--- src/rtl/surf4_led_spi_pkg.sv ---
// -----------------------------------------------------------------------------
// surf4_led_spi_pkg
//   Shared definitions for the SURF4 LED SPI serialiser.
//   - SURF4_LED_HDR : frame header nibble. surf4_id_ctrl and the iCE40 LED
//                     firmware decode frames against this same value.
//   - Frame geometry (LED width, frame width, SCK half-periods, GAP length).
//   - led_spi_state_e : serialiser FSM states.
//   - frame_word()    : assembles one {header, led} frame word, MSB first.
// -----------------------------------------------------------------------------
package surf4_led_spi_pkg;

  localparam logic [3:0] SURF4_LED_HDR = 4'hA;

  localparam int LED_W       = 12;
  localparam int FRAME_W     = 16;
  // Two SCK half-periods per bit.
  localparam int SHIFT_TICKS = 2 * FRAME_W;
  // CS_B-high ticks between the end of one frame and done_o.
  localparam int GAP_TICKS   = 2;

  typedef enum logic [2:0] {
    ST_IDLE,
    ST_SETUP,
    ST_SHIFT,
    ST_HOLD,
    ST_GAP
  } led_spi_state_e;

  function automatic logic [FRAME_W-1:0] frame_word(
    input logic [3:0]       hdr,
    input logic [LED_W-1:0] led
  );
    return {hdr, led};
  endfunction

endpackage

--- src/rtl/surf4_led_spi.sv ---
// -----------------------------------------------------------------------------
// surf4_led_spi
//   Serialises the LED state coming from surf4_id_ctrl into 16-bit SPI
//   frames ({HDR, led[11:0]}, MSB first, SPI mode 0) for the iCE40 LED
//   controller, and captures the word shifted back on MISO.
//   A frame is sent after reset, whenever led_i differs from what was last
//   sent, on update_i, and on a periodic refresh.
//
// Ports
//   clk_i     in   1   system clock
//   rst_i     in   1   asynchronous reset, active-high
//   led_i     in   12  requested LED state
//   update_i  in   1   single-cycle strobe: force a frame
//   busy_o    out  1   frame in progress (SETUP entry through done_o cycle)
//   done_o    out  1   one-cycle pulse when a frame completes
//   rdata_o   out  16  last MISO word captured, MSB first
//   SCK       out  1   SPI clock, mode 0
//   MOSI      out  1   SPI data out
//   CS_B      out  1   SPI chip select, active-low
//   MISO      in   1   SPI data in
//
// Timing: one tick = CLK_DIV clk_i cycles. SETUP 1 tick, SHIFT 32 ticks,
// HOLD 1 tick, GAP 2 ticks, so done_o rises 36*CLK_DIV cycles after SETUP
// entry. All SPI pins come straight from flops.
// -----------------------------------------------------------------------------
module surf4_led_spi
  import surf4_led_spi_pkg::*;
#(
  parameter int         CLK_DIV        = 8,
  parameter int         REFRESH_CYCLES = 33333333,
  parameter logic [3:0] HDR            = SURF4_LED_HDR
) (
  input  logic               clk_i,
  input  logic               rst_i,
  input  logic [LED_W-1:0]   led_i,
  input  logic               update_i,
  output logic               busy_o,
  output logic               done_o,
  output logic [FRAME_W-1:0] rdata_o,
  output logic               SCK,
  output logic               MOSI,
  output logic               CS_B,
  input  logic               MISO
);

  // ---------------------------------------------------------------------------
  // Derived constants
  // ---------------------------------------------------------------------------
  localparam int              DIV_W        = (CLK_DIV > 1) ? $clog2(CLK_DIV) : 1;
  localparam logic [DIV_W-1:0] DIV_LOAD    = DIV_W'(CLK_DIV - 1);

  localparam bit              REFRESH_ON   = (REFRESH_CYCLES > 0);
  localparam int              REF_W        = (REFRESH_CYCLES > 1) ? $clog2(REFRESH_CYCLES) : 1;
  localparam logic [REF_W-1:0] REFRESH_LAST = REF_W'((REFRESH_CYCLES > 0) ? (REFRESH_CYCLES - 1) : 0);

  localparam logic [4:0]      LAST_HALF    = 5'(SHIFT_TICKS - 1);
  // Half-period after which the final data bit is on the wire; MOSI is not
  // advanced past it.
  localparam logic [4:0]      LAST_BIT_HI  = 5'(SHIFT_TICKS - 2);
  localparam logic [4:0]      LAST_GAP     = 5'(GAP_TICKS - 1);

  // ---------------------------------------------------------------------------
  // State
  // ---------------------------------------------------------------------------
  led_spi_state_e     state_q, state_d;
  logic [DIV_W-1:0]   div_q, div_d;
  logic [4:0]         bit_q, bit_d;          // half-period / gap tick index
  logic               pending_q, pending_d;
  logic [LED_W-1:0]   led_snap_q, led_snap_d;
  logic [LED_W-1:0]   last_sent_q, last_sent_d;
  logic [FRAME_W-1:0] tx_q, tx_d;
  logic [FRAME_W-1:0] rx_q, rx_d;
  logic [FRAME_W-1:0] rdata_q, rdata_d;
  logic               sck_q, sck_d;
  logic               mosi_q, mosi_d;
  logic               csb_q, csb_d;
  logic               busy_q, busy_d;
  logic               done_q, done_d;
  logic [REF_W-1:0]   refresh_q, refresh_d;

  // ---------------------------------------------------------------------------
  // Event qualification
  // ---------------------------------------------------------------------------
  logic               tick;
  logic               refresh_hit;
  logic               start;
  logic               absorb;
  logic               request;
  logic               led_changed;
  logic [LED_W-1:0]   led_ref;

  // The divider only runs inside a frame and is reloaded on SETUP entry, so
  // every state lasts exactly CLK_DIV cycles per tick.
  assign tick = (div_q == '0);

  // Free-running refresh counter; it keeps counting through frames.
  always_comb begin
    refresh_d   = refresh_q;
    refresh_hit = 1'b0;
    if (REFRESH_ON) begin
      if (refresh_q == REFRESH_LAST) begin
        refresh_d   = '0;
        refresh_hit = 1'b1;
      end else begin
        refresh_d = refresh_q + 1'b1;
      end
    end
  end

  assign start   = (state_q == ST_IDLE) && pending_q;
  // While SETUP is running (or about to be entered) no LED bit has left yet,
  // so an explicit request is served by this frame: the snapshot is refreshed
  // instead of queuing a second, identical frame.
  assign absorb  = start || (state_q == ST_SETUP);
  assign request = update_i || refresh_hit;

  // In IDLE compare against what the controller holds; during a frame compare
  // against what is being sent, otherwise the frame that carries a change
  // would itself look like a pending change until its HOLD completes.
  assign led_ref     = (state_q == ST_IDLE) ? last_sent_q : led_snap_q;
  assign led_changed = (led_i != led_ref);

  // ---------------------------------------------------------------------------
  // Next-state / output logic
  // ---------------------------------------------------------------------------
  always_comb begin
    state_d     = state_q;
    div_d       = div_q;
    bit_d       = bit_q;
    led_snap_d  = led_snap_q;
    last_sent_d = last_sent_q;
    tx_d        = tx_q;
    rx_d        = rx_q;
    rdata_d     = rdata_q;
    sck_d       = sck_q;
    mosi_d      = mosi_q;
    csb_d       = csb_q;
    done_d      = 1'b0;

    // Divider
    if (state_q == ST_IDLE) begin
      div_d = DIV_LOAD;
    end else if (tick) begin
      div_d = DIV_LOAD;
    end else begin
      div_d = div_q - 1'b1;
    end

    case (state_q)
      ST_IDLE: begin
        csb_d = 1'b1;
        sck_d = 1'b0;
        if (pending_q) begin
          state_d    = ST_SETUP;
          csb_d      = 1'b0;
          bit_d      = '0;
          led_snap_d = led_i;
          mosi_d     = HDR[3];     // frame bit 15 is the header MSB
        end
      end

      ST_SETUP: begin
        if (request) begin
          led_snap_d = led_i;
        end
        if (tick) begin
          state_d = ST_SHIFT;
          bit_d   = '0;
          sck_d   = 1'b1;
          rx_d    = {rx_q[FRAME_W-2:0], MISO};
          tx_d    = frame_word(HDR, led_snap_d);
        end
      end

      ST_SHIFT: begin
        if (tick) begin
          if (bit_q == LAST_HALF) begin
            state_d = ST_HOLD;
            sck_d   = 1'b0;
          end else begin
            bit_d = bit_q + 5'd1;
            if (!bit_q[0]) begin
              // End of a high half-period: falling edge, present next bit.
              sck_d = 1'b0;
              if (bit_q != LAST_BIT_HI) begin
                tx_d   = tx_q << 1;
                mosi_d = tx_d[FRAME_W-1];
              end
            end else begin
              // End of a low half-period: rising edge, sample MISO.
              sck_d = 1'b1;
              rx_d  = {rx_q[FRAME_W-2:0], MISO};
            end
          end
        end
      end

      ST_HOLD: begin
        if (tick) begin
          state_d     = ST_GAP;
          csb_d       = 1'b1;
          mosi_d      = 1'b0;
          bit_d       = '0;
          rdata_d     = rx_q;
          last_sent_d = led_snap_q;
        end
      end

      ST_GAP: begin
        if (tick) begin
          if (bit_q == LAST_GAP) begin
            state_d = ST_IDLE;
            done_d  = 1'b1;
          end else begin
            bit_d = bit_q + 5'd1;
          end
        end
      end

      default: begin
        state_d = ST_IDLE;
        csb_d   = 1'b1;
        sck_d   = 1'b0;
      end
    endcase

    busy_d = (state_d != ST_IDLE) || done_d;
  end

  // Pending request flag: cleared when a frame starts (that frame serves
  // anything arriving in the same cycle), set by any later event.
  always_comb begin
    pending_d = pending_q;
    if (start) begin
      pending_d = 1'b0;
    end else if ((request && !absorb) || (led_changed && !(absorb && request))) begin
      pending_d = 1'b1;
    end
  end

  // ---------------------------------------------------------------------------
  // Registers
  // ---------------------------------------------------------------------------
  always_ff @(posedge clk_i or posedge rst_i) begin
    if (rst_i) begin
      state_q     <= ST_IDLE;
      div_q       <= DIV_LOAD;
      bit_q       <= '0;
      pending_q   <= 1'b1;     // guarantees one frame after reset release
      led_snap_q  <= '0;
      last_sent_q <= '0;
      tx_q        <= '0;
      rx_q        <= '0;
      rdata_q     <= '0;
      sck_q       <= 1'b0;
      mosi_q      <= 1'b0;
      csb_q       <= 1'b1;
      busy_q      <= 1'b0;
      done_q      <= 1'b0;
      refresh_q   <= '0;
    end else begin
      state_q     <= state_d;
      div_q       <= div_d;
      bit_q       <= bit_d;
      pending_q   <= pending_d;
      led_snap_q  <= led_snap_d;
      last_sent_q <= last_sent_d;
      tx_q        <= tx_d;
      rx_q        <= rx_d;
      rdata_q     <= rdata_d;
      sck_q       <= sck_d;
      mosi_q      <= mosi_d;
      csb_q       <= csb_d;
      busy_q      <= busy_d;
      done_q      <= done_d;
      refresh_q   <= refresh_d;
    end
  end

  assign busy_o  = busy_q;
  assign done_o  = done_q;
  assign rdata_o = rdata_q;
  assign SCK     = sck_q;
  assign MOSI    = mosi_q;
  assign CS_B    = csb_q;

endmodule
--- config.mk ---
export PLATFORM = sky130hd
export DESIGN_NAME = surf4_led_spi
export DESIGN_NICKNAME = d
export VERILOG_FILES = /design/src/rtl/surf4_led_spi_pkg.sv /design/src/rtl/surf4_led_spi.sv
export SDC_FILE = /design/constraint.sdc
export NUM_CORES = 1
export LEC_CHECK = 0
export CORE_MARGIN = 3
export CORE_UTILIZATION = 59
export DETAILED_ROUTE_END_ITERATION = 6
export PLACE_DENSITY = 0.88
export SLEW_MARGIN = 10
export SYNTH_ARGS = -nofsm -noshare
export SYNTH_HDL_FRONTEND = slang
export SYNTH_SLANG_ARGS = --single-unit
--- constraint.sdc ---
create_clock -name clk_i -period 3.7 [get_ports clk_i]
set_clock_uncertainty 0.1 [all_clocks]
set_input_delay 0.37 -clock clk_i [delete_from_list [all_inputs] [get_ports clk_i]]
set_output_delay 0.37 -clock clk_i [all_outputs]
set_load 0.02 [all_outputs]
---- Word level (Yosys, flattened, before mapping) ----
Index checks and enable logic that the tools add are counted.
storage, ports and cells
  logic and storage cells ................. 122
  bits in registers ....................... 113
  input port bits ......................... 16
operators by class
  muxes and demuxes ....................... 53
  bitwise logic cells ..................... 2
  $add $sub $neg .......................... 3
  reduce and logical (&&, ||, !) cells .... 29
  eq/ne operators ......................... 20
operator list
  operator                                                         number
  15-bit two-way mux                                               5
  16-bit two-way mux                                               4
  12-bit two-way mux                                               3
  16-bit case mux with 2 select lines                              1
  5-bit two-way mux                                                6
  15-bit case mux with 2 select lines                              1
  3-bit two-way mux                                                9
  25-bit by 1-bit adder with 25-bit output, second input constant  1
  25-bit == test, second input constant                            1
  25-bit two-way mux                                               1
  12-bit case mux with 2 select lines                              1
  2-bit inequality test, second input constant                     10
  5-bit case mux with 4 select lines                               1
  1-bit two-way mux                                                17
  3-bit case mux with 5 select lines                               1
  7-bit AND reduction                                              2
  12-bit inequality test                                           1
  1-bit case mux with 3 select lines                               3
  3-bit by 2-bit == test with 1-bit output, second input constant  2
  3-bit logical NOT                                                2
  2-bit AND reduction                                              3
  6-bit AND reduction                                              1
  2-bit nonzero test                                               3
  3-bit nonzero test                                               2
  other kinds (17)                                                 26

---- Logic depth before layout (Yosys ltp) ----
  depth in word-level cells ............... 9
  depth in mapped cells ................... 9
  mapped depth without buffers ............ 8

---- Least setup slack after synthesis ----
OpenSTA, ideal clock, no wires.
  path type ............................... flip-flop to flip-flop
  start ................................... reg bit_q[0]
  end ..................................... reg tx_q[1]
  stages on the path, launching flop included .. 10
  path buffers ............................ 1
  arrival time ............................ 2.241 ns
  path slack .............................. 1.273 ns
  clock period less this slack ............ 2.427 ns
  path through ............................ dfrtp_1 ha_1 and3_1 ha_1 nor4b_1 o21bai_1 nor2_1 o21ai_0 clkbuf_1 o211ai_1
between the ends
  word-level cells in the longest chain between the ends .. 3
  elaborated cells on any way between the ends .. 6
  those cells by class .................... eq/ne (5); reduce/logical (1)
RTL lines
  item                                                    line                                        source
  from (decl)                                             surf4_led_spi.sv:67                         logic [4:0] bit_q, bit_d;
  from (signal assigned)                                  surf4_led_spi.sv:264                        bit_q <= bit_d;
  5-bit inequality test or 5-bit == test (tied branches)  surf4_led_spi.sv:185, surf4_led_spi.sv:177
  2-bit inequality test (no line)                         n/a
  6-bit AND reduction (no line) *                         n/a
  to (signal assigned)                                    surf4_led_spi.sv:268                        tx_q <= tx_d;
  to (decl)                                               surf4_led_spi.sv:71                         logic [FRAME_W-1:0] tx_q, tx_d;
Mark *: on every way between the ends. The rest lies on a longest branch, timed or not.
A chain may end at the register's enable or synchronous reset.

---- Final worst setup path ----
  start ................................... reg refresh_q[0]
  end ..................................... reg led_snap_q[11]
between the ends
  word-level cells in the longest chain between the ends .. 5
RTL lines
  item                                 line                  source
  from (decl)                          surf4_led_spi.sv:79   logic [REF_W-1:0] refresh_q, refresh_d;
  from (signal assigned)               surf4_led_spi.sv:276  refresh_q <= refresh_d;
  25-bit == test                       surf4_led_spi.sv:101  if (refresh_q == REFRESH_LAST) begin
  1-bit two-way mux                    surf4_led_spi.sv:101
  1-bit logical OR                     surf4_led_spi.sv:115  assign request = update_i || refresh_hit;
  12-bit two-way mux                   surf4_led_spi.sv:163  if (request) begin
  12-bit case mux with 2 select lines  surf4_led_spi.sv:149  case (state_q)
  to (signal assigned)                 surf4_led_spi.sv:266  led_snap_q <= led_snap_d;
  to (decl)                            surf4_led_spi.sv:69   logic [LED_W-1:0] led_snap_q, led_snap_d;
Every way passes these cells.

==> metrics.yaml <==
io_pins: 37
clk_pin_slew_ns: 0.06
die-area_mm2: 0.0104
yosysSeqAreaShare_pct: 52.1
fin_tns_setup_ns: 0
vias: 3919
clock-sinks: 113
synth.yosys.warnings: 0
rsz0062_at_grt: "no"
endpoint_kind: "register"
routed_via_density: 6.15
grt_pass1_wl_um: 20200
min_path_type: "input pin to async pin"
cts-htree-levels: 4
coreArea_mm2: 0.00885
p_total_mw: 4.68
final_cell_mix: "dfrtp_1 (108), mux2_2 (45), clkdlybuf4s50_1 (36)"
synth_nets: 498
setup_viol_count_final: 0
slew_headroom_pct: 31.8
synthTopCellsByArea: "dfrtp_1 (50%), mux2_2 (9.3%), xnor2_1 (3.7%), mux2i_1 (3.1%), mux2_4 (2.8%)"
dr.first_iter.drc_count: 271
peakVddDrop_mv: 0.362
syn_area_per_cell_um2: 11.5
syn-cell-area_mm2: 0.00544
nets: 540
clk_path_buf_depth: 2
initial_core_util_pct: 61.5
ys_seq_elements: 113
wl_per_cell_um: 19.0
status: "complete, no violations"
grt_start_max_net_pins: 61
grt_usage_pct: 25.1
synth_edf_count: 0
fmax_mhz: 337
cts_resized: 0
worstPathArrival_ns: 3.26
final_hold_viol_count: 0
dp_hpwl_um: 7570
finalWirelength_um: 12100
layout_commonest_cell: "dfrtp_1"
num_rows: 34
min_period_ns: 2.97
die_y_um: 102
area_delta_synth_final_pct: 19.3
numCtsBuffers: 17
worstPathMaxFanout: 14
postRouteAntennaNets: 0
p_per_area_mw_per_mm2: 721
worstMarginPinSlew_ns: 1.02
grt_pass1_vias: 4069
drv_slew: 0
firstDrtPassIters: 5
synth_ff_type: "dfrtp_1"
postCtsHoldBufs: 0
clock_latency_ns: 0.51
synth_cell_type_count: 58
synth_top_area_share_pct: 49.7
post_cts_buffers: 0
antenna_found_initial: 0
numPortBuffers: 36
root_buffer: "clkbuf_8"
cap_violations: 0
async_flop_share_pct: 100
globalplace.congestion: 0.881
insertedDiodeCount: 0
finalCritPeriodShare_pct: 80.2
path_class: "register to register"
drc_errors: 0
tritoncts: "yes"
power.leakage_nw: 2.94
grt_overflow: 0
layout-drive-gt1-share_pct: 20.4
required_ns: 3.99
synth_largest_area_cell: "dfrtp_1"
cp-start-kind: "register"
synth_cells: 474
die_x_um: 102
fillers: 558
kinds of logic (layout without fill, tap and decap cells):
logic type,after synthesis,count (layout),synth area share (%)
fa+ha+maj,8,8,1.84
simple gates,152,152,14.9
buf+inv,34,89,2.60
xor+xnor,37,37,5.95
flops,113,113,52.1
compound gates,57,57,7.26
mux,73,73,15.4
Yosys cell counts, types with 2 or more instances:
library cell,count
nor2_1,29
mux2i_1,17
nor2b_1,4
a31oi_1,3
mux2_4,10
o211ai_1,13
nand2_1,33
dfstp_2,5
nor3_1,7
or2_2,2
clkbuf_1,11
nand4_1,12
and3_1,3
or3_1,4
nand3_1,27
and4_1,2
o21ai_0,12
a21oi_1,7
or4bb_1,2
nor3b_1,2
a211oi_1,2
and2_1,3
mux2_2,45
inv_1,15
xnor2_1,23
nor4_1,6
xor2_1,14
o21ai_1,2
buf_1,2
a21o_1,3
dfrtp_1,108
nand2b_1,8
a2111oi_0,2
buf_2,5
ha_1,8
registers in the layout, indices dropped and copies added, names as in the netlist:
signal,cells
pending_q,1
bit_q,5
MOSI,1
rx_q,16
led_snap_q,12
state_q,3
done_o,1
tx_q,15
refresh_q,25
last_sent_q,12
div_q,3
CS_B,1
SCK,1
rdata_o,16
busy_o,1
metrics by stage:
stage	std cells	utilization [%]	hold slack, ns	setup slack [ns]	instance area, um^2
after global placement	605	66.7	0.341	0.937	5910
after global routing	637	73.4	0.296	0.621	6490
final	637	73.4	0.221	0.734	6490
after CTS	637	73.4	0.247	0.749	6490
after floorplan	474	-	0.331	0.251	5440
after detailed placement	605	66.7	0.347	0.839	5910
worst max-delay path, cell delays in order (launching register included):
cell and delay (ns):
dfrtp_1 0.40, inv_1 0.06, ha_1 0.19, nand4bb_1 0.15, nor4_4 0.07, a21oi_2 0.78, o21a_1 0.69, mux2_1 0.39
path summary, 6_finish.rpt:
check / startpoint / endpoint / slack [ns] / cells after the start
min in group clk_i: MISO / rx_q[0] / 0.36 / 2
worst max register to register: refresh_q[0] / led_snap_q[11] / 0.73 / 7
max in group asynchronous: rst_i / pending_q / 2.45 / 3
worst max-delay path: refresh_q[0] / led_snap_q[11] / 0.73 / 7
worst min register to register: div_q[0] / div_q[0] / 0.36 / 1
worst min-delay path: rst_i / rdata_o[13] / 0.22 / 2
power by group:
part           leakage (nW)  switching [mW]  total (mW)  internal (mW)
Sequential             1.46           0.298        1.85           1.56
Combinational          1.19           0.622        1.23          0.603
Clock                 0.290           0.626        1.60          0.977
per-layer routing:
metal	up-vias	share of wire, %	global-route usage, %
li1	1793	-	-
met1	1947	42	31.8
met2	139	50	41.3
met3	40	4.8	6.14
met4	0	3.1	10.7
met5	-	0	0
cell type report:
cell class              count  area, um^2  area share, %
well taps                 108         135           2.08
repair buffers             42         405           6.24
multi-input cells         327        2470           38.1
inverters                  15        58.8          0.906
clock inverters            15         173           2.66
clock buffers              17         414           6.38
flip-flops and latches    113        2830           43.7
Power figures use the tool's default switching activity.
